===== src/rtl/decoder_func_unit.sv =====
// Two-stage valid/ready decoder: an IN_W-bit value becomes one-hot minterms, and NUM_F
// runtime-programmable sum-of-minterms functions are evaluated from them.
module decoder_func_unit #(
  parameter int unsigned                IN_W       = 3,
  parameter int unsigned                NUM_F      = 3,
  parameter logic [NUM_F*(2**IN_W)-1:0] INIT_MASKS = 24'h9C0994,
  parameter int unsigned                SEL_W      = 2
) (
  input  logic                 clk,
  input  logic                 rst,
  input  logic                 in_valid,
  output logic                 in_ready,
  input  logic [IN_W-1:0]      in_data,
  output logic                 out_valid,
  input  logic                 out_ready,
  output logic [NUM_F-1:0]     out_f,
  output logic [(2**IN_W)-1:0] out_onehot,
  input  logic                 cfg_valid,
  output logic                 cfg_ready,
  input  logic [SEL_W-1:0]     cfg_sel,
  input  logic [(2**IN_W)-1:0] cfg_mask,
  output logic                 cfg_err
);

  localparam int unsigned MT = 2**IN_W;

  logic [NUM_F-1:0][MT-1:0] mask_q, mask_d;
  logic                     s1_v_q, s1_v_d;
  logic [MT-1:0]            s1_onehot_q, s1_onehot_d;
  logic                     out_valid_q, out_valid_d;
  logic [NUM_F-1:0]         out_f_q, out_f_d;
  logic [MT-1:0]            out_onehot_q, out_onehot_d;
  logic                     cfg_err_q, cfg_err_d;

  logic s2_free, s1_adv, s1_free, cfg_acc, in_acc;

  // Handshake network; a mask write only goes through with both stages empty.
  always_comb begin
    s2_free = !out_valid_q || out_ready;
    s1_adv  = s1_v_q && s2_free;
    s1_free = !s1_v_q || s1_adv;
    cfg_acc = cfg_valid && !s1_v_q && !out_valid_q;
    in_acc  = in_valid && s1_free && !cfg_acc;
  end

  assign in_ready   = s1_free && !cfg_acc;
  assign cfg_ready  = cfg_acc;
  assign out_valid  = out_valid_q;
  assign out_f      = out_f_q;
  assign out_onehot = out_onehot_q;
  assign cfg_err    = cfg_err_q;

  // Next-state for both pipeline stages and the mask table.
  always_comb begin
    s1_v_d       = s1_v_q;
    s1_onehot_d  = s1_onehot_q;
    out_valid_d  = out_valid_q;
    out_f_d      = out_f_q;
    out_onehot_d = out_onehot_q;
    mask_d       = mask_q;
    cfg_err_d    = 1'b0;

    if (s1_adv) begin
      s1_v_d = 1'b0;
    end
    if (in_acc) begin
      s1_v_d      = 1'b1;
      s1_onehot_d = MT'(1) << in_data;
    end

    if (s1_adv) begin
      out_valid_d  = 1'b1;
      out_onehot_d = s1_onehot_q;
      for (int i = 0; i < NUM_F; i++) begin
        out_f_d[i] = |(s1_onehot_q & mask_q[i]);
      end
    end else if (out_valid_q && out_ready) begin
      out_valid_d = 1'b0;
    end

    // Out-of-range selects match no entry and only raise the error pulse.
    for (int i = 0; i < NUM_F; i++) begin
      if (cfg_acc && (cfg_sel == SEL_W'(i))) begin
        mask_d[i] = cfg_mask;
      end
    end
    cfg_err_d = cfg_acc && (32'(cfg_sel) >= NUM_F);
  end

  always_ff @(posedge clk) begin
    if (rst) begin
      mask_q       <= INIT_MASKS;
      s1_v_q       <= 1'b0;
      s1_onehot_q  <= '0;
      out_valid_q  <= 1'b0;
      out_f_q      <= '0;
      out_onehot_q <= '0;
      cfg_err_q    <= 1'b0;
    end else begin
      mask_q       <= mask_d;
      s1_v_q       <= s1_v_d;
      s1_onehot_q  <= s1_onehot_d;
      out_valid_q  <= out_valid_d;
      out_f_q      <= out_f_d;
      out_onehot_q <= out_onehot_d;
      cfg_err_q    <= cfg_err_d;
    end
  end

endmodule


===== config.mk =====
export PLATFORM = sky130hd
export DESIGN_NAME = decoder_func_unit
export DESIGN_NICKNAME = d
export VERILOG_FILES = /design/src/rtl/decoder_func_unit.sv
export SDC_FILE = /design/constraint.sdc
export NUM_CORES = 1
export LEC_CHECK = 0
export ABC_AREA = 1
export CORE_MARGIN = 8
export CORE_UTILIZATION = 45
export DETAILED_ROUTE_END_ITERATION = 6
export PLACE_DENSITY = 0.68
export RECOVER_POWER = 100
export SLEW_MARGIN = 15
export SYNTH_ARGS = -nofsm -noshare
export SYNTH_HDL_FRONTEND = slang
export SYNTH_SLANG_ARGS = --single-unit

===== constraint.sdc =====
create_clock -name clk -period 3.4 [get_ports clk]
set_input_delay 0.85 -clock clk [delete_from_list [all_inputs] [get_ports clk]]
set_output_delay 0.85 -clock clk [all_outputs]
set_load 0.02 [all_outputs]

==> impl_metrics.toml, run 1 <==
[flow_run]
maxCapViolations = 0

[yosys]
ys_warn_count = 0
syn_inst = 284
synth_seq_area_share = 0.475
syn_nets = 302
synth_edf_count = 0
syn_area_per_cell_um2 = 6.82
netlist_area_um2 = 1940
ys_async_sr_fraction = 0
synth-main-ff-cell = "dfxtp_1"
synth_cell_types = 19
ys_ff_latch = 46

[drt]
vias_per_cell = 4.71
drt.antenna.violating_nets = 0
drt_iter0_drc = 147
first_pass_iters = 4
wirelength_um = 4550
vias = 1761
wire_per_inst_um = 12.2
drc = 0

[worst_setup_path]
crit_path_frequent_cell = "nand2_1"
critPathTopFamily = "buffers and inverters"
path_cells = "dlygate4sd3_1 -> nand2_1 -> nand2_1 -> inv_1 -> clkdlybuf4s50_1"
path_class = "primary input to primary output"
worstSetupStartpointType = "primary input"
crit_cells = 5
cp_slowest_cell = "clkdlybuf4s50_1"
worstPathArrival_ns = 2.30
max_stage_delay_ns = 0.59
ff2ff_path_depth = 6
crit_fanout = 6
path_buf_inv = 3
cp.required_ns = 2.55
cp-end-kind = "primary output"

[clock_tree]
cts-root-buf = "clkbuf_8"
htree_levels = 2
holdBufCountCts = 0
cts_tree = "yes"
cts.path.max_buffers = 2
clkTransAtPathRegs_ns = 0.08
cts_buffers = 5
clock_latency_ns = 0.29
cts_resized = 0
cts_setup_buffers = 0
clock_sinks = 46

[grt]
track_usage = 0.148
antenna_found_initial = 0
grt_pass1_vias = 1577
grt_pass1_wl_um = 7610
grt_max_degree = 36
overflow = 0

[sta]
fin_skew_ns = 0.0101
hold_viol = 0
worstMarginPinSlew_ns = 0.840
setup_viol = 0
fin_crit_sh = 0.926
finalMaxSlewViolations = 0
finalSetupTns_ns = 0
finalCriticalPeriod_ns = 3.15
rsz0062_at_grt = "false"
relSlewSlack = 0.440
fin_ws_ns = 0.253
max_freq_ghz = 0.318

[floorplan]
die_w_um = 81.6
die_y_um = 81.6
pin_count = 33
core-area_um2 = 4260
start_util = 0.455
rows = 24
die-area_um2 = 6660

[power_and_ir_drop]
swShare = 0.269
power_switching_uw = 295
peakVddDrop_mv = 0.280
power_frac_comb = 0.150
internal-power_uw = 803
powerDensity_nw_per_um2 = 464
p_clk_frac = 0.308
seqPwrFrac = 0.542
p_leak_uw = 0.00116

[placed_design]
io_buffers = 32
dp.final_hpwl_um = 3400
gp_congestion = 0.819
post-place-ws_ns = 0.294

[worst_hold_path]
hp-class = "flop to flop"
min_path_cells = 2

[layout]
num-fill-cells = 430
area_growth_pct = 22.2
diodes = 0
drive_gt1_frac = 0.0311
nNetsFinal = 339

[outcome]
status = "complete, no violations"
## final timing paths
path              startpoint          to  slack, ns
setup reg to reg   out_valid  mask_q[15]       1.60
setup / recovery   cfg_valid    in_ready       0.25
hold reg to reg   mask_q[18]  mask_q[18]       0.46
hold / removal    mask_q[18]  mask_q[18]       0.46
## registers in the layout (all words and copies together) (netlist names)
name / cells
cfg_err: 1
mask_q: 24
out_f: 3
out_onehot: 8
out_valid: 1
s1_onehot_q: 8
s1_v_q: 1
## worst register-to-register path, cell delays in order, from the launching register on
cell	delay, ns
dfxtp_1	0.37
nor2_1	0.14
nand2_1	0.14
nor2_1	0.51
inv_1	0.31
nor2_1	0.15
nor2_1	0.06
## area by class of cell
cell class                 instances  area (um^2)  share of cell area
clock buffer                       7         86.3              0.0365
inverter                          24         90.1              0.0380
clock inverter                     1         5.00             0.00211
tap                               52         65.1              0.0275
sequential                        46          921               0.389
multi-input combinational        208          858               0.362
timing repair buffer              36          343               0.145
## power by group through the flow
stage / Sequential (uW) / Combinational (uW) / Clock, uW
after floorplan: 613 / 92.9 / 0
after global placement: 607 / 176 / 0
after detailed placement: 608 / 177 / 0
after CTS: 595 / 178 / 349
after global routing: 599 / 187 / 372
final: 595 / 165 / 338
## metal layers
layer | track usage | up-vias | wire, um
met5 | 0 | - | 0
met4 | 0.0526 | 0 | 59
met3 | 0.0460 | 4 | 331
met2 | 0.230 | 43 | 2000
met1 | 0.190 | 753 | 2160
li1 | - | 961 | -
## Yosys cell counts (2+ instances only)
cell type,instances,area [um^2]
a21oi_1,7,35.0
nand3_1,22,110
inv_1,24,90.1
dfxtp_1,46,921
nor2_4,2,22.5
clkbuf_1,4,15.0
o21ai_0,18,90.1
nand2_1,80,300
nor2_1,65,244
nor3_1,7,35.0
## cell families after synthesis
kind of cell | Yosys count | synth area share
simple gates | 182 | 0.395
compound gates | 26 | 0.0691
flops | 46 | 0.475
buf+inv | 30 | 0.0607
## metrics by stage
| step | instance area [um^2] | utilization | hold WS [ns] | std cells | total power, uW |
|---|---|---|---|---|---|
| after floorplan | 1940 | - | 0.429 | 284 | 706 |
| after global placement | 2330 | 0.545 | 0.439 | 366 | 783 |
| after detailed placement | 2330 | 0.545 | 0.443 | 366 | 785 |
| after CTS | 2420 | 0.567 | 0.464 | 374 | 1120 |
| after global routing | 2370 | 0.555 | 0.475 | 374 | 1160 |
| final | 2370 | 0.555 | 0.463 | 374 | 1100 |
## cell usage in the layout (no fill, tap or decap), types with 3 or more instances in the layout
cell,synthesis,routed
inv_1,24,24
nand2_1,80,82
clkdlybuf4s50_1,0,14
a21oi_1,7,8
nor3_1,7,7
dlygate4sd3_1,0,18
dfxtp_1,46,46
clkbuf_1,4,3
nand3_1,22,23
nor2_1,65,67
clkbuf_8,0,6
o21ai_0,18,18
(Power assumes the default switching activity.)
==> inputs of run 2 (changes only) <==
--- a/constraint.sdc
+++ b/constraint.sdc
@@ -3,2 +3,2 @@
 set_output_delay 0.85 -clock clk [all_outputs]
-set_load 0.02 [all_outputs]
+set_load 0.05 [all_outputs]
==> impl_metrics.toml, run 2 (same netlist as run 1, synthesis figures left out) <==
[drt]
vias = 1806
drc = 0
first_pass_iters = 4
vias_per_cell = 4.84
drt.antenna.violating_nets = 0
wirelength_um = 4540
wire_per_inst_um = 12.2
drt_iter0_drc = 131

[floorplan]
die_y_um = 81.6
start_util = 0.455
die-area_um2 = 6660
pin_count = 33
rows = 24
core-area_um2 = 4260
die_w_um = 81.6

[clock_tree]
cts_tree = "yes"
clock_sinks = 46
htree_levels = 2
holdBufCountCts = 0
cts.path.max_buffers = 2
cts_setup_buffers = 0
cts_resized = 0
cts-root-buf = "clkbuf_8"
clkTransAtPathRegs_ns = 0.08
cts_buffers = 5
clock_latency_ns = 0.30

[layout]
fin_cells = 373
diodes = 0
area_growth_pct = 22.5
layout_commonest_cell = "nand2_1"
stdcell_area_um2 = 2370
final_cell_mix = "82 x nand2_1, 68 x nor2_1, 46 x dfxtp_1, 24 x inv_1, 23 x nand3_1"
largest_reg_flops = 24
nNetsFinal = 339
largest_register = "mask_q"
drive_gt1_frac = 0.0343

[worst_setup_path]
worstPathArrival_ns = 1.92
crit_path_frequent_cell = "inv_1"
path_class = "primary input to primary output"
cp.required_ns = 2.55
path_cells = "dlygate4sd3_1 -> inv_1 -> nand3_1 -> nand2_1 -> inv_1 -> buf_12"
r2r_start = "out_valid"
max_stage_delay_ns = 0.53
cp-end-kind = "primary output"
rrSetupSlack_ns = 1.68
cp_slowest_cell = "dlygate4sd3_1"
crit_fanout = 4
worstSetupStartpointType = "primary input"
crit_path_start = "out_ready"

[power_and_ir_drop]
peakVddDrop_mv = 0.257
powerDensity_nw_per_um2 = 467
p_leak_uw = 0.00116
finalPower_uw = 1110

[grt]
grt_pass1_vias = 1662
grtUsageMet3 = 0.0438
use_met1 = 0.187
use_met2 = 0.235
track_usage = 0.148
grt_pass1_wl_um = 7710
antenna_found_initial = 0
overflow = 0
grt_max_degree = 36
busiest_layer = "met2"

[placed_design]
place_area_um2 = 2350
gp_congestion = 0.800
place_inst = 366
io_buffers = 32
dp.final_hpwl_um = 3390

[sta]
finalCriticalPeriod_ns = 2.77
worstMarginPinSlew_ns = 0.769
fin_skew_ns = 0.00830
finalSetupTns_ns = 0
fin_crit_sh = 0.815
finalMaxSlewViolations = 0
relSlewSlack = 0.487
hold_viol = 0
rsz0062_at_grt = "false"
setup_viol = 0
max_freq_ghz = 0.361

[flow_run]
maxCapViolations = 0

[worst_hold_path]
hp-class = "flop to flop"
hp-start = "mask_q[7]"

[outcome]
status = "complete, no violations"
[run 2: changes by cell type in the layout (fill, tap and decap cells not counted), sizes merged]
cell           delta
buf               +2
clkbuf            -2
clkdlybuf4s50     -1
clkinv            +1
dlygate4sd3       -1
[run 2: worst max-delay path: cells and delay by family]
family	cells	cell delay [ns]
buffers and inverters	4	0.82
AND/OR/NAND/NOR	2	0.24
[run 2: final timing paths]
check               endpoint  cells after the start
hold / removal     mask_q[7]                      2
setup / recovery    in_ready                      6
setup reg to reg  mask_q[11]                      6
hold reg to reg    mask_q[7]                      2
[run 2: layer usage]
| layer | share of wire | up-vias |
|---|---|---|
| met3 | 0.065 | 5 |
| met1 | 0.48 | 804 |
| met2 | 0.45 | 38 |
| met4 | 0.0088 | 0 |
| met5 | 0 | - |
| li1 | - | 959 |
[run 2: area by class of cell]
cell class | instances | area [um^2]
Inverter | 24 | 90.1
Sequential cell | 46 | 921
Multi-Input combinational cell | 208 | 856
Clock buffer | 5 | 68.8
Fill cell | 450 | 1890
Tap cell | 52 | 65.1
Timing Repair Buffer | 36 | 363
Clock inverter | 2 | 10.0
[run 2: through the flow]
| step | hold slack, ns | setup slack [ns] | util |
|---|---|---|---|
| 6_report | 0.461 | 0.629 | 0.557 |
| 5_1_grt | 0.480 | 0.578 | 0.557 |
| 4_1_cts | 0.466 | 0.686 | 0.569 |
| 3_5_place_dp | 0.445 | 0.688 | 0.550 |
| 3_3_place_gp | 0.439 | 0.708 | 0.550 |
| 2_1_floorplan | 0.429 | 1.06 | - |
[run 2: power breakdown]
part / internal [uW] / total (uW) / switching [uW]
sequential: 570 / 594 / 23.4
combinational: 72.6 / 199 / 127
clock: 138 / 316 / 178
total: 781 / 1110 / 328
